**src/rtl/mul4_eval_pkg.sv**
```systemverilog
// Shared constants, state encoding and bit-sliced helpers for the 2x2 multiplier
// fitness evaluator.
package mul4_eval_pkg;

  localparam int LANES      = 16;
  localparam int OUT_BITS   = 4;
  localparam int MATCH_BITS = LANES * OUT_BITS;

  typedef logic [2:0] state_t;
  localparam state_t ST_IDLE  = 3'd0;
  localparam state_t ST_DRIVE = 3'd1;
  localparam state_t ST_WAIT  = 3'd2;
  localparam state_t ST_SCORE = 3'd3;
  localparam state_t ST_DONE  = 3'd4;

  typedef struct packed {
    logic [15:0] a1;
    logic [15:0] a0;
    logic [15:0] b1;
    logic [15:0] b0;
  } stim_t;

  typedef struct packed {
    logic [15:0] y3;
    logic [15:0] y2;
    logic [15:0] y1;
    logic [15:0] y0;
  } prod_t;

  // Lane i carries a = i[3:2], b = i[1:0]: all 16 operand pairs in one vector set.
  localparam stim_t BASE_STIM = '{a1: 16'hFF00, a0: 16'hF0F0, b1: 16'hCCCC, b0: 16'hAAAA};

  function automatic prod_t golden_mul4(input logic [15:0] a1, input logic [15:0] a0,
                                        input logic [15:0] b1, input logic [15:0] b0);
    prod_t       p;
    logic [15:0] c1;
    p.y0 = a0 & b0;
    p.y1 = (a1 & b0) ^ (a0 & b1);
    c1   = a1 & b0 & a0 & b1;
    p.y2 = (a1 & b1) ^ c1;
    p.y3 = a1 & b1 & c1;
    return p;
  endfunction

  function automatic logic [15:0] rotl16(input logic [15:0] v, input logic [3:0] k);
    logic [31:0] d;
    d = {v, v} << k;
    return d[31:16];
  endfunction

  function automatic logic [15:0] rotr16(input logic [15:0] v, input logic [3:0] k);
    logic [31:0] d;
    d = {v, v} >> k;
    return d[15:0];
  endfunction

endpackage

```
**src/rtl/mul4_popcount64.sv**
```systemverilog
// Combinational population count of the 64 per-bit match flags.
module mul4_popcount64
  import mul4_eval_pkg::*;
(
  input  logic [MATCH_BITS-1:0] vec,
  output logic [6:0]            count
);

  // NOTE: default assignment before the loop keeps this block purely combinational (no latch).
  // An X/Z flag fails the if-test, so unknown candidate bits count as mismatches.
  always_comb begin
    count = '0;
    for (int i = 0; i < MATCH_BITS; i++) begin
      if (vec[i]) count = count + 7'd1;
    end
  end

endmodule

```
**src/rtl/mul4_fitness_evaluator.sv**
```systemverilog
// Drives rotated exhaustive stimulus into a 2x2 bit-sliced multiplier candidate and
// scores its outputs. Optional MUL4_EVAL_ERRMAP_EN adds the err_lanes base-lane error map.
module mul4_fitness_evaluator
  import mul4_eval_pkg::*;
#(
  parameter int ROUNDS   = 1,
  parameter int ROT_STEP = 4,
  parameter int CAND_LAT = 0,
  parameter int SCORE_W  = 16
) (
  input  logic               clk,
  input  logic               rst_n,
  input  logic               start,
  output logic               busy,
  output logic               done,
  output logic [15:0]        a1,
  output logic [15:0]        a0,
  output logic [15:0]        b1,
  output logic [15:0]        b0,
  input  logic [15:0]        y3,
  input  logic [15:0]        y2,
  input  logic [15:0]        y1,
  input  logic [15:0]        y0,
  output logic [SCORE_W-1:0] score,
  output logic               perfect
`ifdef MUL4_EVAL_ERRMAP_EN
  ,
  output logic [15:0]        err_lanes
`endif
);

  localparam int ROUND_W = (ROUNDS > 1) ? $clog2(ROUNDS) : 1;
  localparam int WAIT_W  = (CAND_LAT > 0) ? $clog2(CAND_LAT + 1) : 1;
  localparam logic [SCORE_W-1:0] FULL_SCORE = SCORE_W'(MATCH_BITS * ROUNDS);

  state_t                state_q;
  logic [ROUND_W-1:0]    round_q;
  logic [WAIT_W-1:0]     wait_q;
  logic [3:0]            rot_amt;
  prod_t                 expected;
  logic [MATCH_BITS-1:0] match;
  logic [6:0]            match_cnt;
  logic [SCORE_W:0]      sum_ext;
  logic [SCORE_W-1:0]    score_next;
  logic                  last_round;

  assign busy = (state_q != ST_IDLE);
  assign done = (state_q == ST_DONE);

  assign rot_amt  = 4'((int'(round_q) * ROT_STEP) % LANES);
  // Expectation follows the driven (rotated) vectors, so rotation never skews the score.
  assign expected = golden_mul4(a1, a0, b1, b0);
  assign match    = ~({y3, y2, y1, y0} ^ {expected.y3, expected.y2, expected.y1, expected.y0});

  mul4_popcount64 u_popcount (
    .vec  (match),
    .count(match_cnt)
  );

  assign sum_ext    = {1'b0, score} + {{(SCORE_W - 6){1'b0}}, match_cnt};
  assign score_next = sum_ext[SCORE_W] ? '1 : sum_ext[SCORE_W-1:0];
  assign last_round = (round_q == ROUND_W'(ROUNDS - 1));

  // NOTE: non-blocking assignments so every register samples pre-edge values.
  always_ff @(posedge clk) begin
    if (!rst_n) begin
      state_q <= ST_IDLE;
      round_q <= '0;
      wait_q  <= '0;
      score   <= '0;
      perfect <= 1'b0;
      a1      <= '0;
      a0      <= '0;
      b1      <= '0;
      b0      <= '0;
    end else begin
      case (state_q)
        ST_IDLE: begin
          if (start) begin
            score   <= '0;
            perfect <= 1'b0;
            round_q <= '0;
            state_q <= ST_DRIVE;
          end
        end
        ST_DRIVE: begin
          a1      <= rotl16(BASE_STIM.a1, rot_amt);
          a0      <= rotl16(BASE_STIM.a0, rot_amt);
          b1      <= rotl16(BASE_STIM.b1, rot_amt);
          b0      <= rotl16(BASE_STIM.b0, rot_amt);
          wait_q  <= WAIT_W'(CAND_LAT);
          state_q <= ST_WAIT;
        end
        ST_WAIT: begin
          if (wait_q == '0) state_q <= ST_SCORE;
          else              wait_q  <= wait_q - WAIT_W'(1);
        end
        ST_SCORE: begin
          score <= score_next;
          if (last_round) begin
            perfect <= (score_next == FULL_SCORE);
            state_q <= ST_DONE;
          end else begin
            round_q <= round_q + ROUND_W'(1);
            state_q <= ST_DRIVE;
          end
        end
        ST_DONE: begin
          a1      <= '0;
          a0      <= '0;
          b1      <= '0;
          b0      <= '0;
          state_q <= ST_IDLE;
        end
        default: state_q <= ST_IDLE;
      endcase
    end
  end

`ifdef MUL4_EVAL_ERRMAP_EN
  logic [LANES-1:0] lane_bad;

  assign lane_bad = ~(match[63:48] & match[47:32] & match[31:16] & match[15:0]);

  // Driven lane j holds base lane j-rot, so rotating right maps failures back to base lanes.
  always_ff @(posedge clk) begin
    if (!rst_n) begin
      err_lanes <= '0;
    end else if (state_q == ST_IDLE && start) begin
      err_lanes <= '0;
    end else if (state_q == ST_SCORE) begin
      err_lanes <= err_lanes | rotr16(lane_bad, rot_amt);
    end
  end
`endif

endmodule

```
**config.mk**
```make
export PLATFORM = sky130hd
export DESIGN_NAME = mul4_fitness_evaluator
export DESIGN_NICKNAME = d
export VERILOG_FILES = /design/src/rtl/mul4_eval_pkg.sv /design/src/rtl/mul4_popcount64.sv /design/src/rtl/mul4_fitness_evaluator.sv
export SDC_FILE = /design/constraint.sdc
export NUM_CORES = 1
export LEC_CHECK = 0
export CORE_ASPECT_RATIO = 0.7
export CORE_UTILIZATION = 36
export CTS_CLUSTER_DIAMETER = 80
export DETAILED_ROUTE_END_ITERATION = 16
export PLACE_DENSITY = 0.66
export REMOVE_ABC_BUFFERS = 1
export SLEW_MARGIN = 15
export SYNTH_ARGS = -nofsm -noshare
export SYNTH_HDL_FRONTEND = slang
export SYNTH_SLANG_ARGS = --single-unit
```
**constraint.sdc**
```tcl
create_clock -name clk -period 130.6 [get_ports clk]
set_input_delay 26.12 -clock clk [delete_from_list [all_inputs] [get_ports clk]]
set_output_delay 26.12 -clock clk [all_outputs]
set_load 0.05 [all_outputs]
```
==> results of run 1 <==
==> sequential cells by signal (all words and copies together), names as in the netlist <==
name / cells
score: 16
perfect: 1
a1: 1
state_q: 3
==> per-layer routing <==
metal,GRT usage,vias to the layer above
met4,0.0144,0
met2,0.251,343
met3,0.0156,14
met1,0.271,6125
li1,-,6792
met5,0,-
==> cell type report <==
| type | instances | area share |
|---|---|---|
| tap | 488 | 0.0405 |
| inverter | 91 | 0.0229 |
| clock buffer | 4 | 0.00522 |
| sequential | 21 | 0.0279 |
| multi-input combinational | 1726 | 0.825 |
| timing repair buffer | 119 | 0.0786 |
==> placed cells by master (no fill, tap or decap), types with 11 or more instances in the layout <==
master / n
sky130_fd_sc_hd__a211oi_1: 13
sky130_fd_sc_hd__a21o_1: 15
sky130_fd_sc_hd__a21oi_1: 111
sky130_fd_sc_hd__a31oi_1: 41
sky130_fd_sc_hd__a41oi_1: 13
sky130_fd_sc_hd__and2_1: 24
sky130_fd_sc_hd__and3_1: 19
sky130_fd_sc_hd__clkdlybuf4s50_1: 117
sky130_fd_sc_hd__conb_1: 32
sky130_fd_sc_hd__dfxtp_1: 20
sky130_fd_sc_hd__ha_1: 71
sky130_fd_sc_hd__inv_1: 82
sky130_fd_sc_hd__mux2_2: 18
sky130_fd_sc_hd__mux2i_1: 36
sky130_fd_sc_hd__nand2_1: 187
sky130_fd_sc_hd__nand2b_1: 30
sky130_fd_sc_hd__nand3_1: 44
sky130_fd_sc_hd__nand3b_1: 14
sky130_fd_sc_hd__nand4_1: 16
sky130_fd_sc_hd__nor2_1: 182
sky130_fd_sc_hd__nor2b_1: 54
sky130_fd_sc_hd__nor3_1: 49
sky130_fd_sc_hd__nor4_1: 18
sky130_fd_sc_hd__o211ai_1: 16
sky130_fd_sc_hd__o21a_1: 12
sky130_fd_sc_hd__o21ai_0: 102
sky130_fd_sc_hd__or2_2: 11
sky130_fd_sc_hd__or3_1: 22
sky130_fd_sc_hd__xnor2_1: 234
sky130_fd_sc_hd__xnor2_2: 26
sky130_fd_sc_hd__xnor3_1: 16
sky130_fd_sc_hd__xor2_1: 102
==> cell usage after synthesis (41+ instances only) <==
library cell and count:
sky130_fd_sc_hd__ha_1 71, sky130_fd_sc_hd__a21oi_1 111, sky130_fd_sc_hd__nor2_1 182, sky130_fd_sc_hd__nor2b_1 54, sky130_fd_sc_hd__nand3_1 44, sky130_fd_sc_hd__nand2_1 187, sky130_fd_sc_hd__buf_4 64, sky130_fd_sc_hd__nor3_1 49
sky130_fd_sc_hd__a31oi_1 41, sky130_fd_sc_hd__xnor2_1 234, sky130_fd_sc_hd__xor2_1 102, sky130_fd_sc_hd__clkbuf_1 53, sky130_fd_sc_hd__o21ai_0 102, sky130_fd_sc_hd__inv_1 82
==> tightest hold or removal path: cells and delay by family, from the launching register on <==
kind             cells  cell delay [ns]
AND/OR/NAND/NOR      2             0.10
flip-flops           1             0.32
==> worst min-delay path by stage <==
stage                                  startpoint                       to  slack, ns  cells past startpoint
final                       score[0]$_SDFFE_PN0P_    score[0]$_SDFFE_PN0P_       0.46                      2
after global routing        score[0]$_SDFFE_PN0P_    score[0]$_SDFFE_PN0P_       0.50                      2
after CTS                   score[0]$_SDFFE_PN0P_    score[0]$_SDFFE_PN0P_       0.46                      2
after detailed placement    score[0]$_SDFFE_PN0P_    score[0]$_SDFFE_PN0P_       0.45                      2
after global placement      score[0]$_SDFFE_PN0P_    score[0]$_SDFFE_PN0P_       0.45                      2
after floorplan           state_q[0]$_SDFFE_PN0P_  state_q[0]$_SDFFE_PN0P_       0.53                      1
==> metrics by stage <==
stage,std cells,util,cell area [um^2],hold WS [ns]
global route,2449,0.402,15100,0.497
detailed placement,2445,0.400,15000,0.454
global placement,2445,0.400,15000,0.453
floorplan,1838,-,13200,0.531
finish,2449,0.402,15100,0.462
CTS,2449,0.402,15100,0.462
==> cell families (layout without fill, tap and decap cells) <==
| kind of cell | count (synthesis) | after routing | share of synthesized area |
|---|---|---|---|
| buffers and inverters | 224 | 214 | 0.0793 |
| multiplexers | 56 | 56 | 0.0425 |
| AO/OA/AOI/OAI | 458 | 458 | 0.219 |
| adder cells (fa/ha/maj) | 72 | 72 | 0.0656 |
| flip-flops | 21 | 21 | 0.0304 |
| other | 1 | 32 | 0.000271 |
| AND/OR/NAND/NOR | 705 | 705 | 0.251 |
| XOR/XNOR | 403 | 403 | 0.311 |
==> impl_metrics.xml, run 1 <==
<?xml version="1.0" encoding="UTF-8"?>
<metrics>
  <group name="floorplanning">
    <metric name="num_rows" unit="">59</metric>
    <metric name="floorplan.initialDensity" unit="">0.369</metric>
    <metric name="die-area" unit="um^2">39300</metric>
    <metric name="floorplan.io_pins" unit="">150</metric>
    <metric name="core" unit="um^2">37500</metric>
    <metric name="chipWidth" unit="um">236</metric>
    <metric name="chipHeight" unit="um">166</metric>
  </group>
  <group name="routing">
    <metric name="route.detailed.wl_per_inst" unit="um">14.2</metric>
    <metric name="met2_length" unit="mm">14.2</metric>
    <metric name="drt_iter0_drc" unit="">1178</metric>
    <metric name="wl_met3" unit="mm">1.88</metric>
    <metric name="dr.pass1.iters" unit="">7</metric>
    <metric name="drt.antenna.violating_nets" unit="">0</metric>
    <metric name="via_count" unit="">13274</metric>
    <metric name="drc" unit="">0</metric>
    <metric name="wirelength" unit="mm">34.8</metric>
    <metric name="m1WireLength" unit="mm">18.5</metric>
    <metric name="route.detailed.vias_per_inst" unit="">5.42</metric>
    <metric name="topRoutingLayerUsed" unit="">met4</metric>
  </group>
  <group name="sta">
    <metric name="finalSetupTns" unit="ns">0</metric>
    <metric name="drv_slew" unit="">0</metric>
    <metric name="clock_skew" unit="ns">0.00260</metric>
    <metric name="highest_achievable_clock_rate" unit="MHz">14.7</metric>
    <metric name="grt_setup_unrepaired" unit="">false</metric>
    <metric name="finalHoldViolCount" unit="">0</metric>
    <metric name="finalSetupViolations" unit="">0</metric>
    <metric name="post-route-period-util" unit="">0.521</metric>
    <metric name="post-route-worst-setup-slack" unit="ns">62.59</metric>
    <metric name="tightest_slew" unit="ns">1.17</metric>
    <metric name="worst_slew_margin_relative_to_its_limit" unit="">0.214</metric>
    <metric name="final.min_clock_period" unit="ns">68.01</metric>
  </group>
  <group name="worst_setup_path">
    <metric name="crit_path_max_fanout" unit="">10</metric>
    <metric name="worst_r2r_endpoint" unit="">score[4]$_SDFFE_PN0P_</metric>
    <metric name="ff2ff_setup_slack" unit="ns">89.72</metric>
    <metric name="cp.required" unit="ns">130.74</metric>
    <metric name="r2r.worst_path.cells" unit="">191</metric>
    <metric name="critPathKind" unit="">in2reg</metric>
    <metric name="critical_path.most_common_cell" unit="">sky130_fd_sc_hd__ha_1</metric>
    <metric name="setup.worst_path.start" unit="">y0[0]</metric>
    <metric name="critPathCapture" unit="">score[4]$_SDFFE_PN0P_</metric>
    <metric name="endpoint_kind" unit="">register</metric>
    <metric name="top_delay_family_on_crit_path" unit="">compound AO/OA/AOI/OAI gates</metric>
    <metric name="slowest_delay" unit="ns">0.68</metric>
    <metric name="critPathSlowestCell" unit="">sky130_fd_sc_hd__a41oi_1</metric>
    <metric name="critPathArrivalTime" unit="ns">68.15</metric>
    <metric name="crit_buf_inv" unit="">10</metric>
    <metric name="regToRegStartpoint" unit="">a1[14]$_SDFFE_PN0P_</metric>
    <metric name="worstSetupStartpointType" unit="">primary input</metric>
    <metric name="path_depth" unit="">199</metric>
  </group>
  <group name="layout">
    <metric name="diodes" unit="">0</metric>
    <metric name="drive_gt1_frac" unit="">0.0627</metric>
    <metric name="regArea" unit="um^2">422</metric>
    <metric name="layout-area-overhead-vs-synth" unit="%">8.96</metric>
    <metric name="final_net_count" unit="">2101</metric>
    <metric name="multiInputGateArea" unit="um^2">12400</metric>
    <metric name="fill_cells" unit="">3794</metric>
  </group>
  <group name="clock_tree">
    <metric name="ctsResizeCount" unit="">0</metric>
    <metric name="postCtsHoldBufs" unit="">0</metric>
    <metric name="post_cts_buffers" unit="">0</metric>
    <metric name="clock_sink_count" unit="">21</metric>
    <metric name="clkSlewWorstSetupHoldPaths" unit="ns">0.06</metric>
    <metric name="htreeDepth" unit="">1</metric>
    <metric name="clk_root_buffer_cell" unit="">sky130_fd_sc_hd__clkbuf_16</metric>
    <metric name="tritoncts.num_buffers" unit="">3</metric>
    <metric name="insertion_delay" unit="ns">0.25</metric>
    <metric name="tritoncts" unit="">yes</metric>
    <metric name="cts_max_path_buffers" unit="">2</metric>
  </group>
  <group name="status">
    <metric name="status" unit="">completed</metric>
  </group>
  <group name="placement">
    <metric name="detailed_place_hpwl" unit="mm">28.5</metric>
    <metric name="io_buffer_count" unit="">117</metric>
    <metric name="place.gp.congestion" unit="">0.923</metric>
    <metric name="dp_slack" unit="ns">63.17</metric>
  </group>
  <group name="global_route">
    <metric name="grt.overflow.total" unit="">0</metric>
    <metric name="grt_max_degree" unit="">55</metric>
    <metric name="grt_pass1_vias" unit="">11956</metric>
    <metric name="grtUsageTotal" unit="">0.170</metric>
    <metric name="initial_antenna_violation_count" unit="">0</metric>
    <metric name="grt_pass1_wl" unit="mm">58.6</metric>
  </group>
  <group name="synth">
    <metric name="synth.distinct_cells" unit="">105</metric>
    <metric name="synth_largest_type_area_fraction" unit="">0.148</metric>
    <metric name="post_synthesis_register_bit_count" unit="">21</metric>
    <metric name="post-synth-top-area-cell" unit="">sky130_fd_sc_hd__xnor2_1</metric>
    <metric name="post_synth_edffs" unit="">0</metric>
    <metric name="syn-instance-count" unit="">1940</metric>
    <metric name="synth.yosys.warnings" unit="">0</metric>
    <metric name="netlist_area_before_placement" unit="um^2">13800</metric>
    <metric name="synthArstFlopShare" unit="">0</metric>
    <metric name="seq_area_frac_synth" unit="">0.0304</metric>
    <metric name="most_frequently_used_flop_master_after_synthesis" unit="">sky130_fd_sc_hd__dfxtp_1</metric>
    <metric name="syn_area_per_cell" unit="um^2">7.14</metric>
    <metric name="synthTopCellsByArea" unit="">sky130_fd_sc_hd__xnor2_1 15%, sky130_fd_sc_hd__xor2_1 6.5%, sky130_fd_sc_hd__ha_1 6.4%</metric>
  </group>
  <group name="flow_run">
    <metric name="maxCapViolations" unit="">0</metric>
  </group>
  <group name="min_path">
    <metric name="min_path_type" unit="">reg2reg</metric>
  </group>
</metrics>
Power of run 1 is not shown: default switching activity piles up to over one toggle a cycle in this logic, so the estimate is an artifact.
==> run 2: changes to the inputs <==
PLACE_DENSITY = 0.68   (was 0.66)
clock period = 57 ns   (was 130.6 ns; I/O delays follow)
==> run 2 against run 1 <==
Critical path depth fell by 1; die area did not move; core utilization did not move; final cell count did not move; count of clock-buffer cells in the layout did not move.
==> impl_metrics.xml, run 2 (synthesized netlist as in run 1, its figures left out) <==
<?xml version="1.0" encoding="UTF-8"?>
<metrics>
  <group name="layout">
    <metric name="diodes" unit="">0</metric>
    <metric name="layout.cells.most_common" unit="">sky130_fd_sc_hd__xnor2_1</metric>
    <metric name="register_containing_the_most_flip_flops_in_the_final_layout" unit="">score</metric>
    <metric name="layout_top_registers" unit="">score x16, state_q x3</metric>
    <metric name="largest_reg_flops" unit="">16</metric>
    <metric name="layout-area-overhead-vs-synth" unit="%">8.96</metric>
    <metric name="final_net_count" unit="">2101</metric>
    <metric name="drive_gt1_frac" unit="">0.0627</metric>
    <metric name="layout_common_cells" unit="">234 x sky130_fd_sc_hd__xnor2_1, 187 x sky130_fd_sc_hd__nand2_1, 182 x sky130_fd_sc_hd__nor2_1</metric>
  </group>
  <group name="global_route">
    <metric name="grt_max_degree" unit="">60</metric>
    <metric name="grt_pass1_wl" unit="mm">59.2</metric>
    <metric name="initial_antenna_violation_count" unit="">0</metric>
    <metric name="grtUsageTotal" unit="">0.172</metric>
    <metric name="grt_pass1_vias" unit="">11936</metric>
    <metric name="grt.overflow.total" unit="">0</metric>
  </group>
  <group name="clock_tree">
    <metric name="ctsResizeCount" unit="">0</metric>
    <metric name="tritoncts.num_buffers" unit="">3</metric>
    <metric name="cts_max_path_buffers" unit="">2</metric>
    <metric name="clk_root_buffer_cell" unit="">sky130_fd_sc_hd__clkbuf_16</metric>
    <metric name="tritoncts" unit="">yes</metric>
    <metric name="clock_sink_count" unit="">21</metric>
    <metric name="htreeDepth" unit="">1</metric>
    <metric name="clkSlewWorstSetupHoldPaths" unit="ns">0.06</metric>
    <metric name="insertion_delay" unit="ns">0.25</metric>
    <metric name="post_cts_buffers" unit="">0</metric>
    <metric name="postCtsHoldBufs" unit="">0</metric>
  </group>
  <group name="worst_setup_path">
    <metric name="critPathArrivalTime" unit="ns">53.16</metric>
    <metric name="crit_path_max_fanout" unit="">10</metric>
    <metric name="endpoint_kind" unit="">register</metric>
    <metric name="critical_path.most_common_cell" unit="">sky130_fd_sc_hd__ha_1</metric>
    <metric name="worstSetupStartpointType" unit="">primary input</metric>
    <metric name="slowest_delay" unit="ns">0.69</metric>
    <metric name="critPathSlowestCell" unit="">sky130_fd_sc_hd__a41oi_1</metric>
    <metric name="critPathKind" unit="">in2reg</metric>
    <metric name="cp.required" unit="ns">57.14</metric>
    <metric name="ff2ff_setup_slack" unit="ns">16.52</metric>
  </group>
  <group name="floorplanning">
    <metric name="die-area" unit="um^2">39300</metric>
    <metric name="floorplan.initialDensity" unit="">0.369</metric>
    <metric name="chipWidth" unit="um">236</metric>
    <metric name="core" unit="um^2">37500</metric>
    <metric name="num_rows" unit="">59</metric>
    <metric name="chipHeight" unit="um">166</metric>
    <metric name="floorplan.io_pins" unit="">150</metric>
  </group>
  <group name="sta">
    <metric name="drv_slew" unit="">0</metric>
    <metric name="highest_achievable_clock_rate" unit="MHz">18.9</metric>
    <metric name="finalSetupTns" unit="ns">0</metric>
    <metric name="tightest_slew" unit="ns">1.12</metric>
    <metric name="finalSetupViolations" unit="">0</metric>
    <metric name="clock_skew" unit="ns">0.00430</metric>
    <metric name="final.min_clock_period" unit="ns">53.02</metric>
    <metric name="finalHoldViolCount" unit="">0</metric>
    <metric name="worst_slew_margin_relative_to_its_limit" unit="">0.251</metric>
    <metric name="post-route-period-util" unit="">0.930</metric>
    <metric name="grt_setup_unrepaired" unit="">false</metric>
  </group>
  <group name="placement">
    <metric name="place.gp.congestion" unit="">0.918</metric>
    <metric name="detailed_place_hpwl" unit="mm">29.1</metric>
    <metric name="io_buffer_count" unit="">117</metric>
  </group>
  <group name="routing">
    <metric name="drc" unit="">0</metric>
    <metric name="met2_length" unit="mm">14.7</metric>
    <metric name="route.detailed.wl_per_inst" unit="um">14.5</metric>
    <metric name="m1WireLength" unit="mm">18.6</metric>
    <metric name="wirelength" unit="mm">35.4</metric>
    <metric name="drt.antenna.violating_nets" unit="">0</metric>
    <metric name="route.detailed.vias_per_inst" unit="">5.49</metric>
    <metric name="wl_met3" unit="mm">1.96</metric>
    <metric name="topRoutingLayerUsed" unit="">met4</metric>
    <metric name="dr.pass1.iters" unit="">5</metric>
    <metric name="via_count" unit="">13433</metric>
    <metric name="drt_iter0_drc" unit="">1195</metric>
  </group>
  <group name="min_path">
    <metric name="min_path_type" unit="">reg2reg</metric>
  </group>
  <group name="flow_run">
    <metric name="maxCapViolations" unit="">0</metric>
  </group>
  <group name="status">
    <metric name="status" unit="">completed</metric>
  </group>
</metrics>
## run 2: cell counts in the layout (fill, tap and decap cells not counted)
Identical to the previous run, type by type.
## run 2: metal layers
layer / track usage / vias to the layer above
li1: - / 6790
met1: 0.274 / 6237
met2: 0.258 / 390
met3: 0.0121 / 16
met4: 0.0113 / 0
met5: 0 / -
## run 2: path summary, 6_finish.rpt
kind	from	endpoint	cells past startpoint
max reg2reg	a1[14]$_SDFFE_PN0P_	score[4]$_SDFFE_PN0P_	191
min	perfect$_SDFFE_PN0P_	perfect$_SDFFE_PN0P_	2
min reg2reg	perfect$_SDFFE_PN0P_	perfect$_SDFFE_PN0P_	2
max	y0[0]	score[4]$_SDFFE_PN0P_	198
## run 2: worst max-delay path: cells and delay by family
family / cells / cell delay (ns)
fa+ha+maj: 33 / 10.44
compound gates: 59 / 13.41
simple gates: 63 / 9.74
xor+xnor: 22 / 4.00
mux: 12 / 3.07
buf+inv: 9 / 1.12
## run 2: final cells by class
type | count | area [um^2]
Clock buffer | 4 | 78.8
Sequential cell | 21 | 422
Multi-Input combinational cell | 1726 | 12400
Tap cell | 488 | 611
Inverter | 91 | 345
Timing Repair Buffer | 119 | 1190
Fill cell | 3821 | 22400
## run 2: per-stage QoR
step | area, um^2 | hold WS [ns] | instances | worst slack (ns) | utilization
2_1_floorplan | 13200 | 0.531 | 1838 | 8.34 | -
3_3_place_gp | 15000 | 0.451 | 2445 | 5.37 | 0.400
3_5_place_dp | 15000 | 0.469 | 2445 | 4.39 | 0.400
4_1_cts | 15100 | 0.477 | 2449 | 4.49 | 0.402
5_1_grt | 15100 | 0.499 | 2449 | 0.432 | 0.402
6_report | 15100 | 0.470 | 2449 | 3.98 | 0.402
Power of run 2 is left out for the same reason.
==> run 3: changes to the inputs <==
GPL_TIMING_DRIVEN = 0   (was unset)
PLACE_DENSITY = 0.58   (was 0.68)
SLEW_MARGIN = 30   (was 15)
==> run 3 against run 2 <==
Setup slack worse by 0.85 ns; register-to-register slack worse by 0.96 ns; die area unchanged; hold slack worse by 0.011 ns; sequential cell count unchanged; critical path depth unchanged; highest routed layer unchanged.
==> impl_metrics.xml, run 3 (synthesized netlist as in run 1, its figures left out) <==
<?xml version="1.0" encoding="UTF-8"?>
<metrics>
  <group name="clock_tree">
    <metric name="clk_root_buffer_cell" unit="">sky130_fd_sc_hd__clkbuf_16</metric>
    <metric name="htreeDepth" unit="">1</metric>
    <metric name="tritoncts.num_buffers" unit="">3</metric>
    <metric name="postCtsHoldBufs" unit="">0</metric>
    <metric name="ctsResizeCount" unit="">0</metric>
    <metric name="post_cts_buffers" unit="">0</metric>
    <metric name="insertion_delay" unit="ns">0.26</metric>
    <metric name="cts_max_path_buffers" unit="">2</metric>
    <metric name="tritoncts" unit="">yes</metric>
    <metric name="clkSlewWorstSetupHoldPaths" unit="ns">0.06</metric>
    <metric name="clock_sink_count" unit="">21</metric>
  </group>
  <group name="global_route">
    <metric name="grt_pass1_wl" unit="mm">59.2</metric>
    <metric name="grt_pass1_vias" unit="">11789</metric>
    <metric name="grt_max_degree" unit="">51</metric>
    <metric name="grtUsageTotal" unit="">0.175</metric>
    <metric name="initial_antenna_violation_count" unit="">0</metric>
    <metric name="grt.overflow.total" unit="">0</metric>
  </group>
  <group name="sta">
    <metric name="worst_slew_margin_relative_to_its_limit" unit="">0.405</metric>
    <metric name="finalSetupTns" unit="ns">0</metric>
    <metric name="hold_slack" unit="ns">0.459</metric>
    <metric name="finalHoldViolCount" unit="">0</metric>
    <metric name="drv_slew" unit="">0</metric>
    <metric name="post-route-worst-setup-slack" unit="ns">3.12</metric>
    <metric name="highest_achievable_clock_rate" unit="MHz">18.6</metric>
    <metric name="final.min_clock_period" unit="ns">53.88</metric>
    <metric name="clock_skew" unit="ns">0.00137</metric>
    <metric name="finalSetupViolations" unit="">0</metric>
    <metric name="post-route-period-util" unit="">0.945</metric>
    <metric name="tightest_slew" unit="ns">0.886</metric>
    <metric name="grt_setup_unrepaired" unit="">false</metric>
  </group>
  <group name="worst_setup_path">
    <metric name="r2r.worst_path.cells" unit="">191</metric>
    <metric name="ff2ff_setup_slack" unit="ns">15.56</metric>
    <metric name="critPathSlowestCell" unit="">sky130_fd_sc_hd__a2111oi_0</metric>
    <metric name="critPathArrivalTime" unit="ns">54.03</metric>
    <metric name="critPathKind" unit="">in2reg</metric>
    <metric name="worst_r2r_endpoint" unit="">score[4]$_SDFFE_PN0P_</metric>
    <metric name="crit_path_max_fanout" unit="">10</metric>
    <metric name="worstSetupStartpointType" unit="">primary input</metric>
    <metric name="slowest_delay" unit="ns">0.57</metric>
    <metric name="critical_path.most_common_cell" unit="">sky130_fd_sc_hd__ha_1</metric>
    <metric name="regToRegStartpoint" unit="">a1[14]$_SDFFE_PN0P_</metric>
    <metric name="cp.required" unit="ns">57.15</metric>
    <metric name="endpoint_kind" unit="">register</metric>
  </group>
  <group name="layout">
    <metric name="layout-area-overhead-vs-synth" unit="%">9.34</metric>
    <metric name="layout_common_cells" unit="">232 x sky130_fd_sc_hd__xnor2_1, 187 x sky130_fd_sc_hd__nand2_1, 182 x sky130_fd_sc_hd__nor2_1</metric>
    <metric name="fill_cells" unit="">3910</metric>
    <metric name="largest_reg_flops" unit="">16</metric>
    <metric name="regArea" unit="um^2">424</metric>
    <metric name="multiInputGateArea" unit="um^2">12500</metric>
    <metric name="layout.cells.most_common" unit="">sky130_fd_sc_hd__xnor2_1</metric>
    <metric name="finalCoreUtilization" unit="">0.404</metric>
    <metric name="final_net_count" unit="">2101</metric>
    <metric name="layout_top_registers" unit="">score x16, state_q x3</metric>
    <metric name="register_containing_the_most_flip_flops_in_the_final_layout" unit="">score</metric>
    <metric name="drive_gt1_frac" unit="">0.0658</metric>
    <metric name="diodes" unit="">0</metric>
  </group>
  <group name="routing">
    <metric name="wirelength" unit="mm">35.6</metric>
    <metric name="drt.antenna.violating_nets" unit="">0</metric>
    <metric name="via_count" unit="">13160</metric>
    <metric name="drt_iter0_drc" unit="">944</metric>
    <metric name="route.detailed.vias_per_inst" unit="">5.37</metric>
    <metric name="drc" unit="">0</metric>
    <metric name="route.detailed.wl_per_inst" unit="um">14.5</metric>
    <metric name="dr.pass1.iters" unit="">6</metric>
  </group>
  <group name="placement">
    <metric name="io_buffer_count" unit="">117</metric>
    <metric name="place.gp.congestion" unit="">0.863</metric>
    <metric name="dp_slack" unit="ns">3.46</metric>
    <metric name="detailed_place_hpwl" unit="mm">29.4</metric>
  </group>
  <group name="floorplanning">
    <metric name="floorplan.io_pins" unit="">150</metric>
    <metric name="die-area" unit="um^2">39300</metric>
    <metric name="floorplan.initialDensity" unit="">0.369</metric>
    <metric name="core" unit="um^2">37500</metric>
    <metric name="chipWidth" unit="um">236</metric>
    <metric name="chipHeight" unit="um">166</metric>
    <metric name="num_rows" unit="">59</metric>
  </group>
  <group name="min_path">
    <metric name="min_path_type" unit="">reg2reg</metric>
    <metric name="min_delay_worst_endpoint" unit="">score[0]$_SDFFE_PN0P_</metric>
    <metric name="hp-start" unit="">score[0]$_SDFFE_PN0P_</metric>
    <metric name="hold_path_depth" unit="">2</metric>
  </group>
  <group name="status">
    <metric name="status" unit="">completed</metric>
  </group>
  <group name="flow_run">
    <metric name="maxCapViolations" unit="">0</metric>
  </group>
</metrics>
==> run 3: cell count changes in the layout (fill, tap and decap cells not counted), sizes merged <==
cell | before | now
clkbuf | 4 | 3
clkinv | 3 | 4
==> run 3: worst max-delay path, delay by kind of cell <==
kind            cells  cell delay [ns]
simple gates       60             9.27
xor+xnor           21             3.73
buf+inv            12             1.44
compound gates     60            14.29
fa+ha+maj          32            10.37
mux                13             3.44
==> run 3: metrics by stage <==
step	instances	cell area, um^2
floorplan	1838	13200
global placement	2443	15000
detailed placement	2445	15000
CTS	2449	15100
global route	2449	15100
finish	2449	15100
==> run 3: area by class of cell <==
cell class / count / share of cell area
Multi-Input combinational cell: 1726 / 0.824
Timing Repair Buffer: 119 / 0.0792
Tap cell: 488 / 0.0403
Sequential cell: 21 / 0.0280
Inverter: 91 / 0.0228
Clock buffer: 3 / 0.00496
Clock inverter: 1 / 0.000331
==> run 3: metal layers <==
| layer | part of all wire | GRT usage | routed length [um] | up-vias |
|---|---|---|---|---|
| li1 | - | - | - | 6815 |
| met1 | 0.58 | 0.294 | 20600 | 6064 |
| met2 | 0.38 | 0.244 | 13600 | 275 |
| met3 | 0.038 | 0.0130 | 1370 | 6 |
| met4 | 0.0015 | 0.00536 | 52 | 0 |
| met5 | 0 | 0 | 0 | - |
==> run 3: worst max-delay path by stage <==
stage                        startpoint                     to  slack [ns]  depth (start not counted)
floorplan           a1[14]$_SDFFE_PN0P_  score[4]$_SDFFE_PN0P_        8.34                        190
finish                            y0[0]  score[4]$_SDFFE_PN0P_        3.12                        198
global placement                  y0[0]  score[4]$_SDFFE_PN0P_        3.66                        198
global route                      y0[0]  score[4]$_SDFFE_PN0P_        0.02                        199
CTS                               y0[0]  score[4]$_SDFFE_PN0P_        3.53                        195
detailed placement                y0[0]  score[4]$_SDFFE_PN0P_        3.46                        195
Power of run 3 is left out for the same reason.
